`config.mk`:
```
export PLATFORM = sky130hd
export DESIGN_NAME = drum_sequencer
export DESIGN_NICKNAME = d
export VERILOG_FILES = /design/src/rtl/g15_timing_pkg.sv /design/src/rtl/drum_counter.sv /design/src/rtl/drum_sequencer.sv
export SDC_FILE = /design/constraint.sdc
export NUM_CORES = 1
export LEC_CHECK = 0
export ABC_AREA = 1
export CAP_MARGIN = 20
export CORE_MARGIN = 4
export CORE_UTILIZATION = 42
export DETAILED_ROUTE_END_ITERATION = 12
export MAX_ROUTING_LAYER = met4
export PLACE_DENSITY = 0.79
export SLEW_MARGIN = 10
export SYNTH_ARGS = -nofsm -noshare
export SYNTH_HDL_FRONTEND = slang
export SYNTH_SLANG_ARGS = --single-unit
```
`constraint.sdc`:
```
create_clock -name clk -period 2.2 [get_ports clk]
set_input_delay 0.44 -clock clk [delete_from_list [all_inputs] [get_ports clk]]
set_output_delay 0.44 -clock clk [all_outputs]
set_load 0.01 [all_outputs]
```
`src/rtl/g15_timing_pkg.sv`:
```
// Shared G-15 drum timing constants, counter types and run-control states.
package g15_timing_pkg;

    localparam int G15_BITS  = 29;
    localparam int G15_WORDS = 108;

    typedef logic [$clog2(G15_BITS)-1:0]  bit_time_t;
    typedef logic [$clog2(G15_WORDS)-1:0] word_time_t;

    typedef enum logic [2:0] {HALT, ARM, RUN, DRAIN, STEP} seq_state_t;

endpackage

```
`src/rtl/drum_counter.sv`:
```
// Free-running bit/word counters modelling drum rotation; advance on tick only.
module drum_counter
    import g15_timing_pkg::*;
#(
    parameter int BITS  = G15_BITS,
    parameter int WORDS = G15_WORDS
) (
    input  logic                     clk,
    input  logic                     rst,
    input  logic                     tick,
    output logic [$clog2(BITS)-1:0]  bit_time,
    output logic [$clog2(WORDS)-1:0] word_time,
    output logic                     wb,
    output logic                     word_start,
    output logic                     rev_start
);

    localparam int BW = $clog2(BITS);
    localparam int WW = $clog2(WORDS);

    logic [BW-1:0] r_bit;
    logic [WW-1:0] r_word;
    logic          w_bit_last;
    logic          w_word_last;

    assign w_bit_last  = (r_bit == BW'(BITS - 1));
    assign w_word_last = (r_word == WW'(WORDS - 1));

    // Boundary strobes are masked during reset so they read 0 while counters clear.
    assign wb         = tick && !rst && w_bit_last;
    assign word_start = wb;
    assign rev_start  = wb && w_word_last;
    assign bit_time   = r_bit;
    assign word_time  = r_word;

    always_ff @(posedge clk) begin
        if (rst) begin
            r_bit  <= '0;
            r_word <= '0;
        end else if (tick) begin
            r_bit <= w_bit_last ? '0 : r_bit + 1'b1;
            if (w_bit_last)
                r_word <= w_word_last ? '0 : r_word + 1'b1;
        end
    end

endmodule

```
`src/rtl/drum_sequencer.sv`:
```
// G-15 execution sequencer: drum counters plus go/stop/step run control in whole words.
// Optional short-line timing outputs (sl_time, sl_start) enabled by G15_SHORT_LINE_EN.
module drum_sequencer
    import g15_timing_pkg::*;
#(
    parameter int BITS  = G15_BITS,
    parameter int WORDS = G15_WORDS
) (
    input  logic                     clk,
    input  logic                     rst,
    input  logic                     tick,
    input  logic                     go,
    input  logic                     step,
    input  logic                     stop,
    output logic [$clog2(BITS)-1:0]  bit_time,
    output logic [$clog2(WORDS)-1:0] word_time,
    output logic                     word_start,
    output logic                     rev_start,
    output logic                     exec,
    output logic                     busy
`ifdef G15_SHORT_LINE_EN
    ,
    output logic [1:0]               sl_time,
    output logic                     sl_start
`endif
);

    logic       w_wb;
    seq_state_t r_state, w_state_nxt;
    logic       r_mode_step, w_mode_step_nxt;

    drum_counter #(.BITS(BITS), .WORDS(WORDS)) u_cnt (
        .clk        (clk),
        .rst        (rst),
        .tick       (tick),
        .bit_time   (bit_time),
        .word_time  (word_time),
        .wb         (w_wb),
        .word_start (word_start),
        .rev_start  (rev_start)
    );

    always_ff @(posedge clk) begin
        if (rst) begin
            r_state     <= HALT;
            r_mode_step <= 1'b0;
        end else begin
            r_state     <= w_state_nxt;
            r_mode_step <= w_mode_step_nxt;
        end
    end

    // stop outranks go, which outranks step; all decisions use the pre-boundary state.
    always_comb begin
        w_state_nxt     = r_state;
        w_mode_step_nxt = r_mode_step;
        case (r_state)
            HALT: begin
                if (!stop && go) begin
                    w_state_nxt     = ARM;
                    w_mode_step_nxt = 1'b0;
                end else if (!stop && step) begin
                    w_state_nxt     = ARM;
                    w_mode_step_nxt = 1'b1;
                end
            end
            ARM: begin
                if (stop)
                    w_state_nxt = HALT;
                else if (w_wb)
                    w_state_nxt = r_mode_step ? STEP : RUN;
            end
            RUN:         if (stop) w_state_nxt = DRAIN;
            DRAIN, STEP: if (w_wb) w_state_nxt = HALT;
            default:     w_state_nxt = HALT;
        endcase
    end

    assign exec = (r_state == RUN) || (r_state == DRAIN) || (r_state == STEP);
    assign busy = (r_state != HALT);

`ifdef G15_SHORT_LINE_EN
    if (WORDS % 4 != 0) begin : g_sl_chk
        $error("drum_sequencer: WORDS must be a multiple of 4 for short-line timing");
    end

    // With WORDS a multiple of 4 the low word bits wrap in lockstep with word_time.
    assign sl_time  = word_time[1:0];
    assign sl_start = w_wb && (sl_time == 2'd3);
`endif

endmodule

```
==> impl_metrics.env, run 1 <==
export IMPL_status="finished clean"
export IMPL_syn_inst=124
export IMPL_root_buffer="clkbuf_4"
export IMPL_p_total_uw=879
export IMPL_initial_core_util_pct=46.6
export IMPL_relSlewSlack_pct=75.8
export IMPL_ctsResizeCount=2
export IMPL_setup_slack_ns=0.155
export IMPL_viasPerCell=4.78
export IMPL_hold_path_class="reg2reg"
export IMPL_die_height_um=52.7
export IMPL_grt_pass1_wl_um=3250
export IMPL_cellLeakagePower_nw=0.497
export IMPL_htree_levels=1
export IMPL_clk_pin_slew_ns=0.08
export IMPL_globalRouteMet3Util_pct=2.56
export IMPL_grt_pass1_vias=779
export IMPL_finalSetupViolCount=0
export IMPL_fp_dieW_um=52.7
export IMPL_grtUsageTotal_pct=16.0
export IMPL_syn_to_final_growth_pct=34.7
export IMPL_diodes=0
export IMPL_clock_path_buffers=2
export IMPL_ys_warn_count=0
export IMPL_pre_cts_slack_ns=-0.0898
export IMPL_die_area_um2=2780
export IMPL_syn_area_per_cell_um2=6.77
export IMPL_insertion_delay_ns=0.29
export IMPL_worstPathMaxFanout=3
export IMPL_met1_usage_pct=19.6
export IMPL_worst_slew_pin_slew_ns=0.361
export IMPL_ys_seq_area_share_pct=38.2
export IMPL_grt_max_degree=9
export IMPL_antenna_found_initial=0
export IMPL_finalHoldViolations=0
export IMPL_drc=0
export IMPL_multi_input_area_um2=444
export IMPL_slew_viol_final=0
export IMPL_finish_net_count=163
export IMPL_initialDrtViolationCount=23
export IMPL_layout_commonest_cell="nor2_1"
export IMPL_timing_final_crit_share_pct=93.0
export IMPL_grt_busiest_layer="met2"
export IMPL_syn_nets=133
export IMPL_cts_buffers_inserted=3
export IMPL_cp_data_arrival_time_ns=1.60
export IMPL_rsz0062_at_grt="no"
export IMPL_num_vias=846
export IMPL_pin_count=22
export IMPL_drive_above_1_share_pct=7.89
export IMPL_fin_crit_ns=2.04
export IMPL_hold_ws_ns=0.545
export IMPL_cts_sinks=16
export IMPL_drtAntennaViolNets=0
export IMPL_syn_area_um2=840
export IMPL_gp_congestion=0.791
export IMPL_io_buffers=21
export IMPL_num_fill_cells=174
export IMPL_max_vdd_ir_drop_v=0.000402
export IMPL_cellPowerDensity_nw_per_um2=777
export IMPL_synth_seq_cells=16
export IMPL_cp_end_kind="output port"
export IMPL_layout_common_cells="nor2_1, nand2_1, inv_1, clkdlybuf4s50_1, dfxtp_1"
export IMPL_drt_total_wl_um=1860
export IMPL_ctsHoldBuffers=0
export IMPL_synthDistinctLibCells=19
export IMPL_coreArea_um2=1800
export IMPL_overflow=0
export IMPL_skew_ns=0.00437
export IMPL_wl_per_cell_um=10.5
export IMPL_rows=15
export IMPL_fmax_mhz=489
export IMPL_dr_pass1_iters=4
export IMPL_critPathKind="in2out"
export IMPL_cp_required_ns=1.76
export IMPL_use_met2_pct=26.0
export IMPL_tritoncts="built"
export IMPL_regArea_um2=320
export IMPL_post_cts_buffers=0
export IMPL_place_hpwl_um=1450
export IMPL_drv_cap=0
export IMPL_startpoint_type="input pin"
[cells in the mapped netlist, drive strengths merged]
master / instances / area [um^2]
xor2: 2 / 17.5
mux2i: 1 / 10.0
nand2: 26 / 105
a31oi: 2 / 12.5
a21oi: 4 / 20.0
nor3b: 2 / 15.0
nand3: 5 / 30.0
dfxtp: 16 / 320
nand4: 2 / 12.5
ha: 3 / 37.5
nor2: 28 / 113
xnor2: 1 / 8.76
inv: 20 / 75.1
nor3: 4 / 20.0
o21ai: 7 / 35.0
o21bai: 1 / 7.51
[final cells by class]
type	count	share of cell area (%)
Sequential cell	16	28.3
Inverter	20	6.64
Tap cell	25	2.77
Clock buffer	3	1.99
Timing Repair Buffer	25	21.0
Multi-Input combinational cell	88	39.3
[worst max-delay path: stages]
cell and delay [ns]:
clkdlybuf4s50_1 0.49, nand3_2 0.08, nor2_4 0.11, nand2_2 0.08, nor2_1 0.12, dlygate4sd2_1 0.28
[per-stage QoR]
stage / area (um^2) / setup TNS, ns / cells / utilization (%)
2_1_floorplan: 840 / 0 / 124 / -
3_3_place_gp: 1110 / -0.107 / 174 / 61.7
3_5_place_dp: 1110 / -0.150 / 174 / 61.7
4_1_cts: 1130 / 0 / 177 / 62.8
5_1_grt: 1130 / 0 / 177 / 62.8
6_report: 1130 / 0 / 177 / 62.8
[flip-flops by register name (all words and copies together), names as in the netlist]
name	flops
u_cnt.word_time	7
u_cnt.bit_time	5
r_mode_step	1
r_state	3
[kinds of logic (layout without fill, tap and decap cells)]
| kind of cell | after synthesis | count (layout) | synth area share, % |
|---|---|---|---|
| XOR/XNOR | 3 | 3 | 3.13 |
| flip-flops | 16 | 16 | 38.2 |
| adder cells (fa/ha/maj) | 3 | 3 | 4.47 |
| multiplexers | 1 | 1 | 1.19 |
| buffers and inverters | 20 | 48 | 8.94 |
| AND/OR/NAND/NOR | 67 | 67 | 35.2 |
| AO/OA/AOI/OAI | 14 | 14 | 8.94 |
[final timing paths]
kind / slack (ns) / startpoint / to / cells past startpoint
max reg2reg: 0.61 / u_cnt.bit_time[1] / u_cnt.word_time[5] / 8
min: 0.55 / u_cnt.bit_time[0] / u_cnt.bit_time[0] / 2
max: 0.16 / tick / rev_start / 6
min reg2reg: 0.55 / u_cnt.bit_time[0] / u_cnt.bit_time[0] / 2
[power breakdown]
| group | switching, mW | internal, mW |
|---|---|---|
| registers | 0.0398 | 0.325 |
| clock network | 0.0899 | 0.0638 |
| logic | 0.200 | 0.161 |
| total | 0.330 | 0.549 |
[routing by layer]
metal  wire, um  part of all wire [%]
met3        112                   6.0
met1        830                    45
met2        875                    47
met5          0                     0
met4         39                   2.1
Note: power is estimated with default switching activity, not from simulation.
==> run 2: changes to the inputs <==
--- a/config.mk
+++ b/config.mk
@@ -7,11 +7,10 @@
 export LEC_CHECK = 0
 export ABC_AREA = 1
 export CAP_MARGIN = 20
-export CORE_MARGIN = 4
 export CORE_UTILIZATION = 42
 export DETAILED_ROUTE_END_ITERATION = 12
 export MAX_ROUTING_LAYER = met4
-export PLACE_DENSITY = 0.79
+export PLACE_DENSITY_LB_ADDON = 0.3
 export SLEW_MARGIN = 10
 export SYNTH_ARGS = -nofsm -noshare
 export SYNTH_HDL_FRONTEND = slang
==> impl_metrics.env, run 2 (synthesis gave the netlist of run 1 again) <==
export IMPL_grt_max_degree=10
export IMPL_htree_levels=1
export IMPL_tritoncts="built"
export IMPL_gp_congestion=0.841
export IMPL_grtUsageTotal_pct=20.5
export IMPL_hold_ws_ns=0.532
export IMPL_cts_buffers_inserted=3
export IMPL_io_buffers=21
export IMPL_root_buffer="clkbuf_4"
export IMPL_clock_path_buffers=2
export IMPL_final_area_um2=1140
export IMPL_finalSetupViolCount=0
export IMPL_insertion_delay_ns=0.29
export IMPL_crit_path_start="tick"
export IMPL_overflow=0
export IMPL_drive_above_1_share_pct=8.50
export IMPL_drv_cap=0
export IMPL_tns_ns=0
export IMPL_finish_net_count=163
export IMPL_timing_final_crit_share_pct=90.9
export IMPL_finalHoldViolations=0
export IMPL_grt_pass1_wl_um=2970
export IMPL_startpoint_type="input pin"
export IMPL_cellLeakagePower_nw=0.505
export IMPL_fp_dieW_um=46.7
export IMPL_wl_met1_um=772
export IMPL_worstHoldPathCells=2
export IMPL_rsz0062_at_grt="no"
export IMPL_fin_crit_ns=2.00
export IMPL_rr_worst_depth=8
export IMPL_min_from="u_cnt.word_time[1]"
export IMPL_status="finished clean"
export IMPL_initial_core_util_pct=46.6
export IMPL_met3_wirelength_um=113
export IMPL_fmax_mhz=500
export IMPL_initialDrtViolationCount=16
export IMPL_worstPathMaxFanout=3
export IMPL_layout_common_cells="nor2_1, nand2_1, inv_1, clkdlybuf4s50_1, dfxtp_1"
export IMPL_viasPerCell=4.80
export IMPL_hold_path_class="reg2reg"
export IMPL_diodes=0
export IMPL_cp_data_arrival_time_ns=1.56
export IMPL_critPathKind="in2out"
export IMPL_p_total_uw=928
export IMPL_highest_layer="met4"
export IMPL_die_height_um=46.7
export IMPL_layout_commonest_cell="nor2_1"
export IMPL_place_hpwl_um=1460
export IMPL_rows=15
export IMPL_relSlewSlack_pct=75.2
export IMPL_dr_pass1_iters=4
export IMPL_cp_required_ns=1.76
export IMPL_drt_total_wl_um=1820
export IMPL_cp_end_kind="output port"
export IMPL_largest_reg_flops=7
export IMPL_skew_ns=0.00661
export IMPL_coreArea_um2=1800
export IMPL_drtAntennaViolNets=0
export IMPL_ctsHoldBuffers=0
export IMPL_ctsResizeCount=2
export IMPL_pin_count=22
export IMPL_die_area_um2=2180
export IMPL_max_vdd_ir_drop_v=0.000502
export IMPL_num_vias=855
export IMPL_num_fill_cells=177
export IMPL_wl_met2_um=901
export IMPL_slew_viol_final=0
export IMPL_syn_to_final_growth_pct=36.4
export IMPL_antenna_found_initial=0
export IMPL_worst_slew_pin_slew_ns=0.370
export IMPL_wl_per_cell_um=10.2
export IMPL_cts_sinks=16
export IMPL_r2r_start="u_cnt.bit_time[0]"
export IMPL_grt_pass1_vias=724
export IMPL_post_cts_buffers=0
export IMPL_clk_pin_slew_ns=0.10
export IMPL_drc=0
export IMPL_place_area_um2=1110
export IMPL_cellPowerDensity_nw_per_um2=811
-- run 2: cell count changes in the layout (fill, tap and decap cells not counted), sizes merged --
cell	before	now
clkbuf	3	4
-- run 2: worst max-delay path: stages --
cell             delay (ns)
clkdlybuf4s50_1        0.50
nand3_2                0.09
nor2_4                 0.10
nand2_2                0.07
nor2_1                 0.08
dlygate4sd2_1          0.27
-- run 2: cell type report --
type	count	area, um^2	area share, %
clock buffers	4	36.3	3.17
multi-input cells	88	444	38.8
repair buffers	25	238	20.8
well taps	25	31.3	2.73
inverters	20	75.1	6.56
flip-flops and latches	16	320	28.0
-- run 2: per-layer routing --
metal  global-route usage [%]  vias up
li1                         -      448
met1                     20.6      377
met2                     35.8       25
met3                     6.67        5
met4                     8.57        0
met5                        -        -
-- run 2: stage by stage --
step / std cells / utilization (%) / worst slack [ns]
finish: 178 / 63.5 / 0.201
global route: 178 / 63.5 / 0.104
CTS: 178 / 63.5 / 0.190
detailed placement: 174 / 61.7 / -0.0654
global placement: 174 / 61.7 / -0.0549
floorplan: 124 / - / 0.678
-- run 2: power breakdown --
group          internal [mW]  total [mW]  switching, mW
Clock                  0.101       0.198         0.0972
Combinational          0.160       0.364          0.204
Sequential             0.325       0.366         0.0410
Total                  0.586       0.928          0.342
-- run 2: final timing paths --
check | to | slack, ns
hold reg to reg | u_cnt.word_time[1] | 0.53
hold / removal | u_cnt.word_time[1] | 0.53
setup / recovery | rev_start | 0.20
setup reg to reg | u_cnt.word_time[5] | 0.63
